==> src/rtl/csr_irq_unit.sv <==
// csr_irq_unit: machine-mode CSR file and interrupt controller for the
// three-stage RV32 pipeline. Executes CSRRW/CSRRS/CSRRC, samples interrupt
// lines into mip, picks the highest-priority pending interrupt and drives the
// fetch PC redirect for trap entry and mret.
module csr_irq_unit #(
    parameter int NUM_PLAT_IRQ = 4,
    parameter bit HAS_COUNTERS = 1'b1
) (
    input  logic                                            clk,
    input  logic                                            rst_n,
    input  logic [11:0]                                     csr_addr,
    input  logic [1:0]                                      csr_op,
    input  logic [31:0]                                     csr_wdata,
    output logic [31:0]                                     csr_rdata,
    output logic                                            csr_illegal,
    input  logic [31:0]                                     pc_i,
    input  logic                                            instr_retire,
    input  logic                                            is_mret,
    input  logic                                            timer_irq,
    input  logic                                            sw_irq,
    input  logic                                            ext_irq,
    input  logic [((NUM_PLAT_IRQ > 0) ? NUM_PLAT_IRQ : 1)-1:0] plat_irq,
    output logic                                            redirect_valid,
    output logic [31:0]                                     redirect_pc,
    output logic                                            trap_taken
);

    localparam logic [11:0] ADDR_MSTATUS   = 12'h300;
    localparam logic [11:0] ADDR_MIE       = 12'h304;
    localparam logic [11:0] ADDR_MTVEC     = 12'h305;
    localparam logic [11:0] ADDR_MSCRATCH  = 12'h340;
    localparam logic [11:0] ADDR_MEPC      = 12'h341;
    localparam logic [11:0] ADDR_MCAUSE    = 12'h342;
    localparam logic [11:0] ADDR_MIP       = 12'h344;
    localparam logic [11:0] ADDR_MCYCLE    = 12'hB00;
    localparam logic [11:0] ADDR_MINSTRET  = 12'hB02;
    localparam logic [11:0] ADDR_MCYCLEH   = 12'hB80;
    localparam logic [11:0] ADDR_MINSTRETH = 12'hB82;

    // Platform lines occupy mip/mie bits 16 upwards.
    localparam logic [31:0] PLAT_MASK = (NUM_PLAT_IRQ == 0) ? 32'h0 :
                                        ((32'hFFFF_FFFF >> (32 - NUM_PLAT_IRQ)) << 16);
    localparam logic [31:0] IRQ_MASK  = 32'h0000_0888 | PLAT_MASK;

    // CSR read-modify-write operand combination.
    function automatic logic [31:0] csr_modify(input logic [1:0] op,
                                               input logic [31:0] old_val,
                                               input logic [31:0] operand);
        case (op)
            2'b01:   return operand;
            2'b10:   return old_val | operand;
            default: return old_val & ~operand;
        endcase
    endfunction

    // Reserved vectoring modes 2 and 3 collapse to direct mode.
    function automatic logic [31:0] mtvec_legalize(input logic [31:0] v);
        return v[1] ? {v[31:2], 2'b00} : v;
    endfunction

    function automatic logic [31:0] word_align(input logic [31:0] v);
        return v & 32'hFFFF_FFFC;
    endfunction

    // Fixed priority: external, software, timer, then platform lines lowest first.
    function automatic logic [4:0] irq_cause(input logic [31:0] p);
        logic [4:0] c;
        c = 5'd0;
        for (int i = 31; i >= 16; i--) begin
            if (p[i]) c = 5'(i);
        end
        if (p[7])  c = 5'd7;
        if (p[3])  c = 5'd3;
        if (p[11]) c = 5'd11;
        return c;
    endfunction

    logic        mst_mie_q;
    logic        mst_mpie_q;
    logic [31:0] mie_q;
    logic [31:0] mip_q;
    logic [31:0] mtvec_q;
    logic [31:0] mscratch_q;
    logic [31:0] mepc_q;
    logic [31:0] mcause_q;
    logic [63:0] mcycle_q;
    logic [63:0] minstret_q;

    logic [31:0] mstatus_rd;
    logic [31:0] rd_val;
    logic        csr_hit;
    logic        csr_we;
    logic [31:0] wr_val;
    logic [31:0] mip_next;
    logic [31:0] pend;
    logic [4:0]  cause;
    logic        irq_take;
    logic [31:0] trap_base;
    logic [31:0] trap_pc;

    assign mstatus_rd = {19'b0, 2'b11, 3'b0, mst_mpie_q, 3'b0, mst_mie_q, 3'b0};

    // Address decode and old-value read mux.
    always_comb begin
        csr_hit = 1'b1;
        rd_val  = 32'h0;
        case (csr_addr)
            ADDR_MSTATUS:   rd_val = mstatus_rd;
            ADDR_MIE:       rd_val = mie_q;
            ADDR_MTVEC:     rd_val = mtvec_q;
            ADDR_MSCRATCH:  rd_val = mscratch_q;
            ADDR_MEPC:      rd_val = mepc_q;
            ADDR_MCAUSE:    rd_val = mcause_q;
            ADDR_MIP:       rd_val = mip_q;
            ADDR_MCYCLE:    rd_val = HAS_COUNTERS ? mcycle_q[31:0]   : 32'h0;
            ADDR_MCYCLEH:   rd_val = HAS_COUNTERS ? mcycle_q[63:32]  : 32'h0;
            ADDR_MINSTRET:  rd_val = HAS_COUNTERS ? minstret_q[31:0] : 32'h0;
            ADDR_MINSTRETH: rd_val = HAS_COUNTERS ? minstret_q[63:32] : 32'h0;
            default:        csr_hit = 1'b0;
        endcase
    end

    assign csr_rdata   = (csr_op != 2'b00) ? rd_val : 32'h0;
    assign csr_illegal = (csr_op != 2'b00) && !csr_hit;
    assign csr_we      = (csr_op != 2'b00) && csr_hit;
    assign wr_val      = csr_modify(csr_op, rd_val, csr_wdata);

    // Map the raw interrupt lines onto their mip bit positions.
    always_comb begin
        mip_next     = 32'h0;
        mip_next[3]  = sw_irq;
        mip_next[7]  = timer_irq;
        mip_next[11] = ext_irq;
        for (int k = 0; k < NUM_PLAT_IRQ; k++) begin
            mip_next[16+k] = plat_irq[k];
        end
    end

    assign pend      = mip_q & mie_q;
    assign cause     = irq_cause(pend);
    assign irq_take  = rst_n && mst_mie_q && (|pend) && !is_mret;
    assign trap_base = {mtvec_q[31:2], 2'b00};
    assign trap_pc   = trap_base + ((mtvec_q[1:0] == 2'b01) ? {25'b0, cause, 2'b00} : 32'h0);

    assign trap_taken     = irq_take;
    assign redirect_valid = rst_n && (is_mret || irq_take);
    assign redirect_pc    = is_mret ? mepc_q : trap_pc;

    // mstatus MIE/MPIE: trap entry and mret take precedence over CSR writes.
    always_ff @(posedge clk or negedge rst_n) begin
        if (!rst_n) begin
            mst_mie_q  <= 1'b0;
            mst_mpie_q <= 1'b0;
        end else if (irq_take) begin
            mst_mpie_q <= mst_mie_q;
            mst_mie_q  <= 1'b0;
        end else if (is_mret) begin
            mst_mie_q  <= mst_mpie_q;
            mst_mpie_q <= 1'b1;
        end else if (csr_we && csr_addr == ADDR_MSTATUS) begin
            mst_mie_q  <= wr_val[3];
            mst_mpie_q <= wr_val[7];
        end
    end

    // Software-visible CSRs without trap side effects, plus the mip sampler.
    always_ff @(posedge clk or negedge rst_n) begin
        if (!rst_n) begin
            mie_q      <= 32'h0;
            mip_q      <= 32'h0;
            mtvec_q    <= 32'h0;
            mscratch_q <= 32'h0;
        end else begin
            mip_q <= mip_next & IRQ_MASK;
            if (csr_we && csr_addr == ADDR_MIE)      mie_q      <= wr_val & IRQ_MASK;
            if (csr_we && csr_addr == ADDR_MTVEC)    mtvec_q    <= mtvec_legalize(wr_val);
            if (csr_we && csr_addr == ADDR_MSCRATCH) mscratch_q <= wr_val;
        end
    end

    // mepc/mcause: trap entry overrides a same-cycle CSR write.
    always_ff @(posedge clk or negedge rst_n) begin
        if (!rst_n) begin
            mepc_q   <= 32'h0;
            mcause_q <= 32'h0;
        end else if (irq_take) begin
            mepc_q   <= word_align(pc_i);
            mcause_q <= {1'b1, 26'b0, cause};
        end else begin
            if (csr_we && csr_addr == ADDR_MEPC)   mepc_q   <= word_align(wr_val);
            if (csr_we && csr_addr == ADDR_MCAUSE) mcause_q <= wr_val;
        end
    end

    // 64-bit counters; a write to either half suppresses that counter's increment.
    always_ff @(posedge clk or negedge rst_n) begin
        if (!rst_n) begin
            mcycle_q   <= 64'h0;
            minstret_q <= 64'h0;
        end else if (!HAS_COUNTERS) begin
            mcycle_q   <= 64'h0;
            minstret_q <= 64'h0;
        end else begin
            if (csr_we && csr_addr == ADDR_MCYCLE)
                mcycle_q[31:0] <= wr_val;
            else if (csr_we && csr_addr == ADDR_MCYCLEH)
                mcycle_q[63:32] <= wr_val;
            else
                mcycle_q <= mcycle_q + 64'd1;

            if (csr_we && csr_addr == ADDR_MINSTRET)
                minstret_q[31:0] <= wr_val;
            else if (csr_we && csr_addr == ADDR_MINSTRETH)
                minstret_q[63:32] <= wr_val;
            else if (instr_retire && !irq_take)
                minstret_q <= minstret_q + 64'd1;
        end
    end

endmodule

==> config.mk <==
export PLATFORM = sky130hd
export DESIGN_NAME = csr_irq_unit
export DESIGN_NICKNAME = d
export VERILOG_FILES = /design/src/rtl/csr_irq_unit.sv
export SDC_FILE = /design/constraint.sdc
export NUM_CORES = 1
export LEC_CHECK = 0
export ABC_AREA = 1
export CAP_MARGIN = 20
export CORE_UTILIZATION = 30
export CTS_BUF_LIST = sky130_fd_sc_hd__clkbuf_4 sky130_fd_sc_hd__clkbuf_8
export DETAILED_ROUTE_END_ITERATION = 6
export GPL_TIMING_DRIVEN = 1
export SYNTH_ARGS = -nofsm -noshare
export SYNTH_HDL_FRONTEND = slang
export SYNTH_SLANG_ARGS = --single-unit
==> constraint.sdc <==
create_clock -name clk -period 4.13 [get_ports clk]
set_input_delay 0.826 -clock clk [delete_from_list [all_inputs] [get_ports clk]]
set_output_delay 0.826 -clock clk [all_outputs]
set_load 0.1 [all_outputs]
======== After elaboration in Yosys (flattened, before gate mapping) ========
Cells that the tools add are included.
word-level totals
  latch bits .............................. 0
  logic and storage cells ................. 110
  bits in registers ....................... 272
  bits in read-only memories .............. 0
  memories kept ........................... 0
  memory bits (writable) .................. 0
  output and inout port bits .............. 67
  bits of input ports ..................... 89
cells by class
  reduce and logical (&&, ||, !) cells .... 31
  mux-type cells .......................... 43
  equality and inequality tests ........... 16
  divide/modulo/power cells ............... 0
  $lt $le $gt $ge ......................... 0
  multipliers ............................. 0
  add/sub/neg operators ................... 3
  bitwise logic cells ..................... 5
  shift-type cells ........................ 0
operator list
  kind                                                   count
  2-to-1 mux 32 bit                                      12
  case mux 32 bit (11 select lines)                      1
  adder 64 x 1 -> 64 bit, second input constant          2
  2-to-1 mux 5 bit                                       19
  equality test 12 x 10 -> 1 bit, second input constant  7
  2-to-1 mux 64 bit                                      1
  case mux 32 bit (2 select lines)                       1
  equality test 12 bit, second input constant            4
  adder 32 x 7 -> 32 bit                                 1
  bitwise AND 32 bit                                     1
  inverter 32 bit                                        1
  bitwise OR 32 bit                                      1
  OR reduction 32 bit                                    1
  bitwise AND 20 bit                                     1
  logical AND 1 bit                                      17
  OR reduction 11 bit                                    1
  nonzero test 2 bit                                     5
  2-to-1 mux 1 bit                                       8
  2-to-1 mux 7 bit                                       1
  equality test 2 x 1 -> 1 bit, second input constant    2
  inequality test 2 bit, second input constant           2
  AND reduction 2 bit                                    2
  logical NOT 1 bit                                      3
  nonzero test 3 bit                                     1
  3 further kinds                                        3

======== Logic depth before layout (Yosys ltp) ========
  depth in word-level cells ............... 22
  mapped depth ............................ 21
  gate-level depth less buffers ........... 21

======== Worst setup path before layout ========
OpenSTA, ideal clock, no wires.
  path type ............................... register to output
  from .................................... reg mie_q[11]
  to ...................................... out redirect_pc[10]
  stages on the path, launching flop included .. 17
  path buffers ............................ 0
  path slack .............................. -0.895 ns
  data arrival time ....................... 4.199 ns
  data required time ...................... 3.304 ns
  cell sequence ........................... dfrtp_1 nand2_1 nand2_1 nor2_1 a21oi_1 ha_1 inv_1 fa_1 inv_1 nand3_1 nand2_1 nand2_1 nand2_1 nand2_1 nor3_1 nor2_1 o21ai_0
on the way
  longest elaborated chain between the ends .. 5
RTL lines
  what                      RTL line  text
  start: declaration        80        logic [31:0] mie_q;
  start signal: assignment  175       if (csr_we && csr_addr == ADDR_MIE) mie_q <= wr_val & IRQ_MASK;
  bitwise AND 20 bit        139       assign pend = mip_q & mie_q;
  2-to-1 mux 5 bit          74        if (p[11]) c = 5'd11;
  2-to-1 mux 7 bit          143       assign trap_pc = trap_base + ((mtvec_q[1:0] == 2'b01) ? {25'b0, cause, 2'b00} : 32'h0);
  adder 32 x 7 -> 32 bit    143
  2-to-1 mux 32 bit         147       assign redirect_pc = is_mret ? mepc_q : trap_pc;
  end: declaration          24        output logic [31:0] redirect_pc,
No other way between the ends.

======== Final worst setup path ========
  from .................................... reg mip_q[3]
  to ...................................... out redirect_pc[30]
on the way
  longest elaborated chain between the ends .. 6
RTL lines
  what                      RTL line  text
  start: declaration        81        logic [31:0] mip_q;
  start signal: assignment  174       mip_q <= mip_next & IRQ_MASK;
  bitwise AND 20 bit        139
  2-to-1 mux 5 bit          73        if (p[3]) c = 5'd3;
  2-to-1 mux 5 bit          74
  2-to-1 mux 7 bit          143
  adder 32 x 7 -> 32 bit    143
  2-to-1 mux 32 bit         147
No other way between the ends.

==> flow_metrics.py <==
metrics = {
    "run_status": {
        "status": "finished, violations left",
        "violations": "DRC, setup timing",
    },
    "synthesis": {
        "ys_seq_elements": 269,
        "synthCells": 3481,
        "post_synth.cell_area_avg_um2": 6.09,
        "ys.warnings.count": 0,
        "synthFlopType": "dfrtp_1",
        "yosysMostFrequentCell": "nand2_1",
        "yosys-top-cells-area": "dfrtp_1 (32%), nand2_1 (23%), nand3_1 (9.6%), nor2_1 (6.3%), inv_1 (5.8%)",
        "yosysSeqAreaShare": 0.318,
        "async_flop_share": 1.00,
        "syn_area_mm2": 0.0212,
        "synth_edf_count": 0,
        "yosysTopAreaCellShare": 0.318,
        "yosys.area.top_type": "dfrtp_1",
        "synth_common_cells": "nand2_1 (1281), nand3_1 (406), nor2_1 (357)",
        "yosysUniqueCellTypes": 50,
    },
    "floorplanning": {
        "fp-row-count": 97,
        "core_mm2": 0.0699,
        "io_pins": 156,
        "die_h_um": 268,
        "fp.dieW_um": 268,
        "start_util": 0.303,
        "die-area_mm2": 0.0717,
    },
    "global_routing": {
        "first_global_vias": 23600,
        "overflow": 0,
        "antenna_found_initial": 6,
        "grt_pass1_wl_mm": 166,
        "grt_usage": 0.320,
        "grt_max_degree": 62,
    },
    "worst_setup_path": {
        "cp.arrival_ps": 3350,
        "critPathLaunchType": "flop",
        "cp_cell_sequence": "nand2_2, nand2_4, nor2_4, a21oi_2, ha_2, inv_2, fa_2, inv_2, nand3_2, nand2_2, nand2_2, nand2_4, nand2_4, nor2_4, inv_2, nor2_4, nand2_1, xnor2_1, nand2_1, nand2_2, buf_12",
        "endpoint_kind": "output port",
        "crit_buf_inv": 4,
        "worst_path_most_repeated_cell": "nand2_2",
        "crit_slowest_cell": "dfrtp_1",
        "crit_path_max_incr_delay_ps": 380,
        "worstSetupPathType": "flop to output port",
        "critical_path.top_delay_family": "simple AND/OR/NAND/NOR gates",
        "cp.required_ps": 3300,
        "cp_max_fo": 3,
    },
    "clocking": {
        "clkSlewWorstSetupHoldPaths_ps": 60,
        "cts_made_buffers": 52,
        "cts_max_level": 2,
        "clkSinkCount": 269,
        "clock_latency_ps": 680,
        "clock_path_buffers": 3,
        "cts_tree": "built",
        "root_buffer": "clkbuf_8",
    },
    "timing": {
        "fin_crit_sh": 1.01,
        "setup_ws_ps": -48.6,
        "rsz0062_at_grt": "true",
        "hold_violations": 0,
        "relSlewSlack": 0.337,
        "slew_viol_final": 0,
        "fmax_mhz": 239,
        "finalSetupViolCount": 3,
        "worst-slew-pin-transition_ps": 994,
        "fin_crit_ps": 4180,
        "fin_tns_setup_ps": -113,
        "fin_skew_ps": 32.3,
        "fin_hold_ws_ps": 487,
    },
    "place": {
        "hpwl_mm": 91.5,
        "io_buffers": 151,
        "gp_congestion": 1.04,
    },
    "routing": {
        "viasPerCell": 5.42,
        "wl_mm": 116,
        "num_vias": 25500,
        "drt_iter0_drc": 3031,
        "routedWlPerCell_um": 24.7,
        "ant_nets": 0,
        "dr.pass1.iters": 7,
        "drc": 2,
    },
    "job": {
        "maxCapViolations": 0,
    },
    "finish": {
        "fin_util": 0.385,
        "drive_above_1_share": 0.137,
        "synthToLayoutAreaGrowth_pct": 27.1,
        "fin_nets": 3812,
    },
    "power": {
        "ir_drop_v": 0.000208,
        "p_per_area_mw_per_mm2": 277,
        "p_leak_uw": 0.0127,
    },
    "hold_path": {
        "hp-class": "flop to flop",
    },
}
## through the flow
stage | setup WS, ps | cells | area [um2] | power (uW)
floorplan | -194 | 3482 | 21300 | 3530
global placement | 61.8 | 4564 | 25100 | 4190
detailed placement | 45.3 | 4564 | 25100 | 4200
CTS | -183 | 4677 | 26600 | 7430
global route | -290 | 4692 | 26900 | 7670
finish | -48.6 | 4693 | 26900 | 7450
## layout make-up
cell class              instances  area, um2
fillers                      7632      43000
multi-input cells            2719      12800
flip-flops and latches        269       6730
repair buffers                316       3670
inverters                     354       1330
well taps                     940       1180
clock buffers                  78       1020
clock inverters                15        215
diodes                          2       5.00
## path summary, 6_finish.rpt
path                              start               to  slack, ps  cells after the start
setup / recovery               mip_q[3]  redirect_pc[30]        -50                     21
hold / removal             mcause_q[25]     mcause_q[25]        490                      2
setup reg to reg            mcycle_q[2]     mcycle_q[41]       1190                     11
hold reg to reg            mcause_q[25]     mcause_q[25]        490                      2
max in group asynchronous         rst_n   minstret_q[28]       1800                      4
min in group asynchronous         rst_n      mtvec_q[16]        590                      2
## what timing repair did
| action | in CTS | in global routing |
|---|---|---|
| gates resized for setup | 51 | 46 |
| endpoints found under the hold margin | 9 | 0 |
| setup buffers | 19 | 14 |
| pin swaps | 28 | 31 |
| endpoints found under the setup margin | 22 | 51 |
| hold buffers | 1 | 0 |
## per-layer routing
| metal | wire [um] | up-vias | global-route usage |
|---|---|---|---|
| met5 | 9 | - | 0 |
| met4 | 6730 | 2 | 0.160 |
| met3 | 10800 | 304 | 0.0633 |
| met2 | 50600 | 1441 | 0.500 |
| met1 | 47600 | 12100 | 0.421 |
| li1 | - | 11600 | - |
## cell families after synthesis
group / share of synthesized area
compound gates: 0.0843
other cells: 0.000177
simple gates: 0.466
flops: 0.318
fa+ha+maj: 0.00685
xor+xnor: 0.0273
buf+inv: 0.0979
## registers in the layout, summed over array words and instances (netlist names)
name	cells
mcycle_q	64
mip_q	7
mcause_q	32
mepc_q	30
mtvec_q	31
mst_mpie_q	1
mie_q	7
mst_mie_q	1
mscratch_q	32
minstret_q	64
## where the power goes
part           switching [uW]  internal [uW]
logic                     856            360
registers                 241           2750
clock network            1360           1890
## worst reg2reg max path, delay by kind of cell (launching register included)
kind,cells,cell delay (ps)
DFF,1,550
and+or+nand+nor,11,2260
## placed cells by master (no fill, tap or decap), types with 82 or more instances in the layout
master | netlist | routed
o21ai_0 | 140 | 123
dfrtp_1 | 269 | 269
buf_12 | 0 | 83
buf_4 | 19 | 141
inv_1 | 326 | 318
nand4_1 | 82 | 82
clkdlybuf4s50_1 | 0 | 85
nand3_1 | 406 | 404
nand2_1 | 1281 | 1262
nor2_1 | 357 | 345
Power figures use the tool's default switching activity.
